## src/rtl/fetch_pkg.sv

```systemverilog
// Shared types and constants for the instruction fetch stage.
package fetch_pkg;

  typedef enum logic {
    FETCH     = 1'b0,
    MISS_WAIT = 1'b1
  } fetch_state_t;

  localparam int          INSTR_W  = 32;
  localparam int          PC_STEP  = 4;
  localparam logic [31:0] NOP_WORD = 32'h0;

endpackage

```

## src/rtl/fetch_miss_timer.sv

```systemverilog
// 4-bit loadable down-counter timing the instruction-memory miss penalty.
// Counts down to zero and rests there; done is high whenever the count is zero.
module fetch_miss_timer (
  input  logic       clk,
  input  logic       reset,
  input  logic       load,
  input  logic [3:0] load_value,
  input  logic       clear,
  output logic       done
);

  logic [3:0] count;

  always_ff @(posedge clk or posedge reset) begin
    if (reset) begin
      count <= 4'd0;
    end else if (clear) begin
      count <= 4'd0;
    end else if (load) begin
      count <= load_value;
    end else if (count != 4'd0) begin
      count <= count - 4'd1;
    end
  end

  assign done = (count == 4'd0);

endmodule

```

## src/rtl/instruction_fetch_unit.sv

```systemverilog
// Fetch stage: owns the PC, addresses instruction memory and fills the IF/ID register.
// Optional performance counters are built when FETCH_PERF_CNT_EN is defined.
//
// IF/ID handshake: a word moves to decode on a cycle where if_valid && if_ready;
// while if_valid && !if_ready the IF/ID contents and the PC are held unchanged.
module instruction_fetch_unit
  import fetch_pkg::*;
#(
  parameter int                 ADDR_W       = 32,
  parameter logic [ADDR_W-1:0]  RESET_PC     = 'h100,
  parameter int                 MISS_PENALTY = 4
) (
  input  logic                clk,
  input  logic                reset,
  output logic [ADDR_W-1:0]   imem_address,
  input  logic [INSTR_W-1:0]  imem_instruction,
  input  logic                imem_miss,
  input  logic                redirect_valid,
  input  logic [ADDR_W-1:0]   redirect_target,
  output logic                if_valid,
  input  logic                if_ready,
  output logic [ADDR_W-1:0]   if_pc,
  output logic [INSTR_W-1:0]  if_instruction,
`ifdef FETCH_PERF_CNT_EN
  output logic [31:0]         perf_fetch_count,
  output logic [31:0]         perf_stall_count,
`endif
  output fetch_state_t        dbgState
);

  localparam logic [3:0] MISS_LOAD = (MISS_PENALTY > 0) ? 4'(MISS_PENALTY - 1) : 4'd0;

  fetch_state_t       state, nextState;
  logic [ADDR_W-1:0]  pc, pcNext;
  logic               canLoad, doLoad, doFlush, timerLoad, timerClear, timerDone;

  assign canLoad      = !if_valid || if_ready;
  assign imem_address = pc;
  assign dbgState     = state;

  fetch_miss_timer u_missTimer (
    .clk        (clk),
    .reset      (reset),
    .load       (timerLoad),
    .load_value (MISS_LOAD),
    .clear      (timerClear),
    .done       (timerDone)
  );

  always_comb begin
    nextState  = state;
    pcNext     = pc;
    doLoad     = 1'b0;
    doFlush    = 1'b0;
    timerLoad  = 1'b0;
    timerClear = 1'b0;
    if (redirect_valid) begin
      // Redirect wins over everything, including a fetch decode would accept this cycle.
      pcNext     = {redirect_target[ADDR_W-1:2], 2'b00};
      doFlush    = 1'b1;
      nextState  = FETCH;
      timerClear = 1'b1;
    end else begin
      case (state)
        FETCH: begin
          if (canLoad) begin
            if (!imem_miss) begin
              doLoad = 1'b1;
              pcNext = pc + ADDR_W'(PC_STEP);
            end else begin
              doFlush = 1'b1;
              if (MISS_PENALTY > 0) begin
                nextState = MISS_WAIT;
                timerLoad = 1'b1;
              end
            end
          end
        end
        MISS_WAIT: begin
          if (timerDone) nextState = FETCH;
        end
        default: nextState = FETCH;
      endcase
    end
  end

  always_ff @(posedge clk or posedge reset) begin
    if (reset) begin
      state <= FETCH;
      pc    <= RESET_PC;
    end else begin
      state <= nextState;
      pc    <= pcNext;
    end
  end

  always_ff @(posedge clk or posedge reset) begin
    if (reset) begin
      if_valid       <= 1'b0;
      if_pc          <= '0;
      if_instruction <= NOP_WORD;
    end else if (doLoad) begin
      if_valid       <= 1'b1;
      if_pc          <= pc;
      if_instruction <= imem_instruction;
    end else if (doFlush) begin
      if_valid <= 1'b0;
    end
  end

`ifdef FETCH_PERF_CNT_EN
  always_ff @(posedge clk or posedge reset) begin
    if (reset) begin
      perf_fetch_count <= 32'd0;
      perf_stall_count <= 32'd0;
    end else begin
      if (doLoad) perf_fetch_count <= perf_fetch_count + 32'd1;
      if ((state == MISS_WAIT) || ((state == FETCH) && if_valid && !if_ready))
        perf_stall_count <= perf_stall_count + 32'd1;
    end
  end
`endif

endmodule

```

## config.mk

```make
export PLATFORM = sky130hd
export DESIGN_NAME = instruction_fetch_unit
export DESIGN_NICKNAME = d
export VERILOG_FILES = /design/src/rtl/fetch_pkg.sv /design/src/rtl/fetch_miss_timer.sv /design/src/rtl/instruction_fetch_unit.sv
export SDC_FILE = /design/constraint.sdc
export NUM_CORES = 1
export LEC_CHECK = 0
export BUFFER_PORTS_ARGS = -buffer_cell sky130_fd_sc_hd__buf_4
export CAP_MARGIN = 0
export CORE_MARGIN = 2
export CORE_UTILIZATION = 45
export DETAILED_ROUTE_END_ITERATION = 7
export PLACE_DENSITY = 0.83
export SYNTH_ARGS = -nofsm -noshare
export SYNTH_HDL_FRONTEND = slang
export SYNTH_SLANG_ARGS = --single-unit
```

## constraint.sdc

```tcl
create_clock -name clk -period 3.6 [get_ports clk]
set_input_delay 0.36 -clock clk [delete_from_list [all_inputs] [get_ports clk]]
set_output_delay 0.36 -clock clk [all_outputs]
set_load 0.01 [all_outputs]
```

# After elaboration in Yosys (flattened, before gate mapping)
# Index checks and enable logic that the tools add are counted.
[classes]
eq_ne = 2
bitwise = 1
shifts = 0
div = 0
mux = 22
add_sub_neg = 2
multipliers = 0
n_reduce_logical = 8
magnitude_cmp = 0
[op_table]
columns = ["operator", "count"]
rows = [
  ["32-bit 2-to-1 mux", 4],
  ["32-bit by 3-bit adder with 32-bit output (second input constant)", 1],
  ["1-bit 2-to-1 mux", 14],
  ["4-bit 2-to-1 mux", 3],
  ["4-bit zero test", 1],
  ["2-bit nonzero test", 2],
  ["4-bit nonzero test", 1],
  ["4-bit by 1-bit subtractor with 4-bit output (second input constant)", 1],
  ["3-bit AND reduction", 1],
  ["3-bit nonzero test", 1],
  ["2-bit by 1-bit inequality test with 1-bit output (second input constant)", 1],
  ["2-bit inequality test (second input constant)", 1],
  ["1-bit one-hot mux with 2 select lines", 1],
  ["1-bit zero test", 1],
  ["1-bit logical OR", 1],
  ["1-bit inverter", 1],
]
[totals]
latchBits = 0
in_bits = 69
wordCells = 41
rom_bits = 0
n_memories = 0
regBits = 102
ram_bits = 0

# Logic depth before layout (Yosys ltp)
# Gate-level depths: netlist of the first run.
[depth]
depth_word = 7
ltp_mapped = 6

# Modules after synthesis
# A second synthesis of the first run with hierarchy kept.
[unflattened]
hier_cells = 501
area_unflattened_um2 = 4455.5
[by_module_without_submodules]
columns = ["mod", "cells_per_inst", "instances", "area_each_um2"]
rows = [
  ["instruction_fetch_unit", 477, 1, 4204.0],
  ["fetch_miss_timer", 24, 1, 251.5],
]

# Least setup slack after synthesis of the first run
# Ideal clock, no wire load.
[synth_timing]
kind = "reg2reg"
from = "register pc[2], in the netlist imem_address[2]"
to = "register pc[14], in the netlist imem_address[14]"
setup_slack_ns = 1.695
arrival_ns = 1.768
required_ns = 3.463
period_less_slack_ns = 1.905
path_stages_with_launch = 7
cell_sequence = "dfrtp_1 ha_1 nand4_1 or3_4 clkbuf_1 o311ai_0 nand3_1"
[synth_via]
elab_chain_len = 5
[synth_rtl]
columns = ["item", "line", "source"]
rows = [
  ["from (decl)", "instruction_fetch_unit.sv:34", "logic [ADDR_W-1:0] pc, pcNext;"],
  ["from (signal assigned)", "instruction_fetch_unit.sv:93", "pc <= pcNext;"],
  ["32-bit by 3-bit adder with 32-bit output", "instruction_fetch_unit.sv:69", "pcNext = pc + ADDR_W'(PC_STEP);"],
  ["32-bit 2-to-1 mux", "instruction_fetch_unit.sv:67", "if (!imem_miss) begin"],
  ["32-bit 2-to-1 mux", "instruction_fetch_unit.sv:66", "if (canLoad) begin"],
  ["32-bit 2-to-1 mux", "instruction_fetch_unit.sv:64", "case (state)"],
  ["32-bit 2-to-1 mux", "instruction_fetch_unit.sv:57", "if (redirect_valid) begin"],
]
# No other way between the ends. The select of a mux whose other input is x is not followed.
# A chain may end at the register's enable or synchronous reset.

# Final worst setup path of the first run
[layout_timing]
from = "register pc[8], in the netlist imem_address[8]"
to = "register pc[21], in the netlist imem_address[21]"
# The elaborated chain is that of the path after synthesis.

==> results.tsv, run 1 <==
metric	value	unit
DP Cell Count	674	
most frequent cells in the layout	164 x buf_4, 97 x dfrtp_1, 62 x mux2_2	
hold_buf cts	0	
Synth Instances	401	
post-synthesis xor/xnor area fraction	0.0192	
Worst slew margin	0.319	
Hold WC Path Type	input pin to flop	
Setup WS pre-CTS	1390	ps
Hold WS	203	ps
final worst-path cycle share	0.622	
GRT overflow	0	
Async SR Flop Fraction	1.00	
setup repair bufs after CTS	0	
PwrDens	566	mW/mm²
Cell Count, Final, Fillers Out	690	
Synth Area in Adders	0.00822	
area of the mapped netlist	0.00457	mm²
detailed placer's ending HPWL	7.92	mm
DRT iter0 DRCs	188	
worst ir drop on vdd	0.308	mV
wire length per cell	16.2	µm
Clock Pin Slew Worst Setup and Hold Paths	90	ps
post-synthesis mux area share	0.155	
Die X	105	µm
CTS sink cnt	98	
clk buf depth	2	
gpl congestion	0.755	
latest clock arrival within the worst-skew pair	360	ps
Fin Setup TNS	0	ps
CP Capture Type	flop	
Setup crit start kind	flop	
compound-gate portion of the synthesized area	0.0767	
reg2reg start	imem_address[8]	
Leak	2.66	nW
I/O pin total	167	
antenna violations before repair	0	
drt total wl	11.2	mm
met1 usage	0.261	
grt peak-use layer	met2	
Critical path origin	imem_address[8]	
achievable frequency	0.447	GHz
IO buf count	160	
Seq/Total Area, Yosys	0.537	
Final Critical Period	2240	ps
diode count	0	
H-tree depth	3	
pin count of the biggest net entering global routing	85	
Setup violations, final	0	
DRC	0	
root buffer cell	clkbuf_8	
RSZ-0062 raised after global routing	no	
Layout Utilization	0.618	
Fin Clk Skew	10.8	ps
reg-to-reg endpoint	imem_address[21]	
CTS Buf Count	9	
end of the critical path	imem_address[21]	
vias in the first global route	3628	
top post-synthesis cells by area	dfrtp_1 53%, mux2_2 15%, nand4_1 2.6%	
Top FF cell, synth	dfrtp_1	
Global Route met3 Usage	0.0530	
largest family of logic cells by synthesized area	simple AND/OR/NAND/NOR gates	
Synth Area per Inst	11.4	µm²
fraction of the mapped netlist area in simple logic gates	0.170	
via count	3746	
fin worst setup slack	1360	ps
Routed Antenna Nets	0	
Core Area	0.00982	mm²
layout cells sized above 1	0.447	
vias per std cell	5.43	
Critical Path Fanout Max	17	
Seq cells post-synth	98	
grt met2 use	0.345	
synth warn	0	
Total GRT Usage	0.206	
area leader, netlist	dfrtp_1	
worst endpoint required time	3880	ps
CP arrival	2510	ps
Final Hold Fails	0	
Worst R2R Setup Slack	1360	ps
Resized cells post-CTS	0	
Setup CP Type	flop to flop	
worst r2r path cells	4	
number of synthesized flops with an enable pin	0	
Layout area overhead	32.8	%
fin nets	624	
Final Slew Violations	0	
Yosys top cell area share	0.532	
slew at the pin closest to its max-slew limit	1020	ps
post-synth cell types	44	
Die Area	0.0110	mm²
DR pass1 iterations	4	
CTS tree	yes	
Core Rows	36	
status	complete, no violations	
most common cell after layout, fill and taps aside	buf_4	
Die Ht	105	µm
global-route wire length before repair	18.2	mm
max cap viols	0	
Initial Utilization	0.465	
layout make-up:
class,count,area [µm²]
Clock buffer,12,155
Clock inverter,4,50.0
Fill cell,808,3750
Inverter,6,25.0
Multi-Input combinational cell,273,1980
Sequential cell,98,2450
Tap cell,133,166
Timing Repair Buffer,164,1230
per-layer routing:
layer  up-vias  part of all wire
li1       1774                 -
met1      1826              0.42
met2       132              0.50
met3        14             0.064
met4         0            0.0095
met5         -                 0
synth_stat cells, drive strengths merged, types with 2 or more instances:
master	count
a21oi	4
nor3	9
clkbuf	14
o31ai	13
nor4b	3
nand3	20
ha	3
nor2b	8
xnor2	7
buf	13
xor2	3
nand3b	2
nor4	6
and2	4
inv	5
nor3b	4
and4	4
dfrtp	97
mux2	62
a22oi	4
and3	3
o21ai	15
or2	2
a31oi	11
nand4	20
or3	4
or4	6
nor2	17
nand2	25
o311ai	4
through the flow:
stage | instance area, µm² | power [mW]
after floorplan | 4580 | 2.14
after global placement | 5860 | 2.67
after detailed placement | 5860 | 2.72
after CTS | 6060 | 3.46
after global routing | 6060 | 3.64
final | 6060 | 3.43
worst max-delay path, stage by stage, from the launching register on:
cell and delay (ps):
dfstp_2 610, and4_1 340, nand4_2 410, or4_1 630, a31oi_1 170
worst min path at each step:
stage	to	startpoint	slack (ps)	cells past startpoint
after floorplan	imem_address[8]	redirect_target[8]	470	2
after global placement	if_instruction[4]	if_instruction[4]	490	1
after detailed placement	if_instruction[27]	if_instruction[27]	500	1
after CTS	imem_address[6]	redirect_target[6]	180	3
after global routing	imem_address[3]	redirect_target[3]	190	3
final	imem_address[6]	redirect_target[6]	200	3
registers in the layout, indices dropped and copies added (netlist names):
| register | count |
|---|---|
| imem_address | 30 |
| if_instruction | 32 |
| u_missTimer.count | 4 |
| if_valid | 1 |
| if_pc | 30 |
| dbgState | 1 |
where the power goes:
| group | switching (mW) | internal (mW) |
|---|---|---|
| Clock | 0.381 | 0.359 |
| Sequential | 0.200 | 1.37 |
| Combinational | 0.482 | 0.636 |
| Total | 1.06 | 2.37 |
logic make-up after synthesis:
| kind of cell | Yosys count |
|---|---|
| AOI/OAI and AO/OA | 54 |
| buffers and inverters | 33 |
| adders and majority gates | 3 |
| and+or+nand+nor | 139 |
| other | 1 |
| muxes | 63 |
| DFF | 98 |
| xor gates and xnor gates | 10 |
No activity file was read; power rests on OpenSTA's default activity.
==> inputs of run 2 (changes only) <==
- clock period: 3.6 -> 2.2 ns (I/O delays scaled with it)
==> results.tsv, run 2 (synthesized netlist as in run 1, its figures left out) <==
metric	value	unit
status	complete, no violations	
Fin Setup TNS	0	ps
clk buf depth	2	
setup repair bufs after CTS	0	
Initial Utilization	0.465	
most frequent cells in the layout	171 x buf_4, 97 x dfrtp_1, 62 x mux2_2	
via count	3862	
DRT iter0 DRCs	195	
share of total power in sequential cells	0.468	
Total GRT Usage	0.210	
PwrDens	893	mW/mm²
CTS tree	yes	
Hold WC Path Type	input pin to flop	
CP max-delay cell	or4_1	
layout cells sized above 1	0.456	
Core Rows	36	
CP arrival	2290	ps
CTS Buf Count	9	
Final Slew Violations	0	
latest clock arrival within the worst-skew pair	360	ps
IO buf count	160	
vias in the first global route	3739	
hold_buf cts	1	
fillcell total	795	
DR pass1 iterations	4	
Routed Antenna Nets	0	
Critical Path Fanout Max	14	
worst ir drop on vdd	0.484	mV
Sw Ratio	0.318	
CP Capture Type	flop	
global-route wire length before repair	18.6	mm
Setup CP Type	flop to flop	
fin nets	635	
detailed placer's ending HPWL	8.33	mm
slew at the pin closest to its max-slew limit	722	ps
Worst slew margin	0.518	
Most flops, register	if_instruction	
CTS sink cnt	98	
Final Critical Period	2020	ps
Setup violations, final	0	
pin count of the biggest net entering global routing	57	
Post-DP Area	0.00597	mm²
root buffer cell	clkbuf_8	
Die Area	0.0110	mm²
I/O pin total	167	
Hold WS	60.0	ps
Fin Clk Skew	8.45	ps
Leak	2.71	nW
vias per std cell	5.51	
combinational power share	0.339	
Pwr Total	5.49	mW
Setup crit start kind	flop	
final worst-path cycle share	0.916	
Resized cells post-CTS	0	
Psw	1.75	mW
achievable frequency	0.496	GHz
worst endpoint required time	2470	ps
RSZ-0062 raised after global routing	no	
H-tree depth	3	
gpl congestion	0.824	
Clock Pin Slew Worst Setup and Hold Paths	100	ps
drt total wl	11.5	mm
Die Ht	105	µm
Core Area	0.00982	mm²
GRT overflow	0	
wire length per cell	16.4	µm
Die X	105	µm
CP max stage delay	520	ps
Clk pwr share	0.193	
Final Hold Fails	0	
diode count	0	
design area	0.00615	mm²
Layout area overhead	34.8	%
max cap viols	0	
Pint	3.75	mW
Cell Chain, Critical Path	ha_1, nand4_1, or3_4, or4_1, a31oi_1	
antenna violations before repair	0	
most common cell after layout, fill and taps aside	buf_4	
number of flip-flops in the largest register	32	
Layout Utilization	0.627	
DRC	0	
[run 2: critical path: cells and delay by family (launching register included)]
| kind | cells | cell delay (ps) |
|---|---|---|
| flip-flops | 1 | 370 |
| AO/OA/AOI/OAI | 1 | 190 |
| AND/OR/NAND/NOR | 3 | 1160 |
| adder cells (fa/ha/maj) | 1 | 200 |
[run 2: through the flow]
step	setup WS (ps)	instances
finish	184	701
global route	76.4	701
CTS	174	701
detailed placement	202	684
global placement	273	684
floorplan	295	404
[run 2: path summary, 6_finish.rpt]
path | start | endpoint | slack, ps | cells after the start
max | imem_address[3] | imem_address[20] | 180 | 5
min | redirect_target[4] | imem_address[4] | 60 | 3
max reg2reg | imem_address[3] | imem_address[20] | 180 | 5
min reg2reg | if_instruction[27] | if_instruction[27] | 510 | 1
max in group asynchronous | reset | if_instruction[20] | 1060 | 4
min in group asynchronous | reset | imem_address[30] | 540 | 3
[run 2: layout make-up]
cell class,count,area (µm²),area share
Sequential cell,98,2450,0.399
Multi-Input combinational cell,273,1980,0.322
Timing Repair Buffer,175,1350,0.220
Clock buffer,11,141,0.0230
Clock inverter,5,30.0,0.00488
Tap cell,133,166,0.0270
Inverter,6,26.3,0.00427
[run 2: power groups by stage]
stage                     clock network (mW)  registers [mW]  logic, mW
after global routing                    1.17            2.64       2.01
after floorplan                            0            2.74      0.755
final                                   1.06            2.57       1.86
after CTS                               1.08            2.57       1.89
after detailed placement                   0            2.61       1.89
after global placement                     0            2.57       1.82
[run 2: per-layer routing]
layer,vias up,track usage,part of all wire
li1,1792,-,-
met1,1902,0.267,0.40
met2,160,0.358,0.52
met3,8,0.0418,0.068
met4,0,0.0714,0.0085
met5,-,0,0
==> inputs of run 3 (changes only) <==
- BUFFER_PORTS_ARGS: -buffer_cell sky130_fd_sc_hd__buf_4 -> -buffer_cell sky130_fd_sc_hd__buf_2
- SYNTH_HIERARCHICAL: not set -> 1
==> results.tsv, run 3 <==
metric	value	unit
status	complete, no violations	
Routed Antenna Nets	0	
Total GRT Usage	0.232	
DRC	0	
detailed placer's ending HPWL	8.65	mm
DP Cell Count	786	
antenna violations before repair	0	
RSZ-0062 raised after global routing	no	
wire length per cell	14.8	µm
Pwr Total	5.36	mW
CTS Buf Count	9	
gpl congestion	0.875	
Core Area	0.00968	mm²
final worst-path cycle share	0.932	
Setup WS pre-CTS	169	ps
CP arrival	2370	ps
Yosys top cell area share	0.545	
Top FF cell, synth	dfrtp_1	
Synth Instances	501	
via count	4035	
root buffer cell	clkbuf_8	
Post-DP Area	0.00549	mm²
top sig layer	met4	
global-route wire length before repair	19.8	mm
DR pass1 iterations	6	
Setup violations, final	0	
latest clock arrival within the worst-skew pair	390	ps
most frequent cells after synthesis	215 x nand2_1, 97 x dfrtp_1, 22 x o21ai_0, 20 x clkbuf_1, 16 x xnor2_1	
I/O pin total	167	
CP Capture Type	flop	
Leak	2.98	nW
Die Ht	104	µm
Async SR Flop Fraction	1.00	
Die Area	0.0107	mm²
worst endpoint required time	2520	ps
GRT overflow	0	
Setup CP Type	flop to flop	
Core Rows	36	
Hold WS	15.8	ps
top-count cell post-synth	nand2_1	
most frequent cells in the layout	215 x nand2_1, 160 x buf_2, 97 x dfrtp_1	
top post-synthesis cells by area	dfrtp_1 54%, nand2_1 18%, xnor2_1 3.1%	
Most flops, register	if_instruction	
Resized cells post-CTS	0	
synth warn	6	
Setup crit start kind	flop	
CTS sink cnt	98	
Seq cells post-synth	98	
Final Hold Fails	0	
diode count	0	
Final Slew Violations	0	
vias per std cell	5.02	
drt total wl	11.9	mm
Synth Area per Inst	8.89	µm²
layout cells sized above 1	0.300	
clk buf depth	2	
met3 wire length	652	µm
Fin Setup TNS	0	ps
most common cell after layout, fill and taps aside	nand2_1	
H-tree depth	3	
achievable frequency	0.488	GHz
area leader, netlist	dfrtp_1	
Hold WC Path Type	input pin to flop	
vias in the first global route	3997	
fin worst setup slack	149	ps
Initial Utilization	0.460	
hold_buf cts	1	
PwrDens	941	mW/mm²
number of synthesized flops with an enable pin	0	
Critical Path Fanout Max	9	
WL met2	5.77	mm
pin count of the biggest net entering global routing	95	
max cap viols	0	
post-synth cell types	48	
worst ir drop on vdd	0.435	mV
Clock Pin Slew Worst Setup and Hold Paths	100	ps
setup repair bufs after CTS	0	
number of flip-flops in the largest register	32	
Die X	104	µm
IO buf count	160	
design area	0.00569	mm²
DRT iter0 DRCs	328	
Fin Clk Skew	12.0	ps
CTS tree	yes	
Cell Count, Final, Fillers Out	803	
Seq/Total Area, Yosys	0.551	
Final Critical Period	2050	ps
area of the mapped netlist	0.00446	mm²
Layout area overhead	27.8	%
met1 WL	5.09	mm
fin nets	737	
Layout Utilization	0.588	
## run 3: changes by cell type after synthesis, sizes merged, moves of 7 or more
cell	delta
nand2	+191
a31oi	-11
inv	+7
o31ai	-12
mux2	-62
o21ai	+7
nand3	-9
nand4	-11
nor2	-9
xnor2	+9
## run 3: area by class of cell
| type | instances | area, µm² |
|---|---|---|
| multi-input combinational | 368 | 1860 |
| timing repair buffer | 176 | 973 |
| tap | 133 | 166 |
| inverter | 12 | 48.8 |
| fill | 884 | 3990 |
| sequential | 98 | 2450 |
| clock buffer | 10 | 128 |
| clock inverter | 6 | 65.1 |
## run 3: critical path, stage by stage (launching register included)
cell and delay (ps):
dfstp_2 580, and4_2 300, nand4_4 180, or2_4 320, or4_1 500, nand3_1 100
## run 3: routing by layer
metal  GRT usage  vias to the layer above
met5           0                        -
met4       0.119                        0
met3      0.0409                       27
met2       0.377                      146
met1       0.300                     1893
li1            -                     1969
## run 3: report_power, final
part | total [mW] | internal (mW) | switching, mW
logic | 1.63 | 0.708 | 0.920
registers | 2.55 | 2.24 | 0.312
clock network | 1.18 | 0.530 | 0.648
total | 5.36 | 3.48 | 1.88
## run 3: worst paths after layout
check / start / to / slack, ps / depth (start not counted)
max: imem_address[8] / imem_address[27] / 150 / 5
min: imem_instruction[25] / if_instruction[25] / 20 / 3
max reg2reg: imem_address[8] / imem_address[27] / 150 / 5
min reg2reg: if_pc[11] / if_pc[11] / 470 / 2
max in group asynchronous: reset / imem_address[8] / 1320 / 4
min in group asynchronous: reset / u_missTimer/count[0] / 290 / 3
## run 3: logic make-up after synthesis
kind of cell    count (synthesis)  synth area share
xor+xnor                       21            0.0413
fa+ha+maj                       3           0.00843
simple gates                  283             0.278
compound gates                 52            0.0786
flops                          98             0.551
mux                             1           0.00225
buf+inv                        41            0.0388
other cells                     2           0.00169
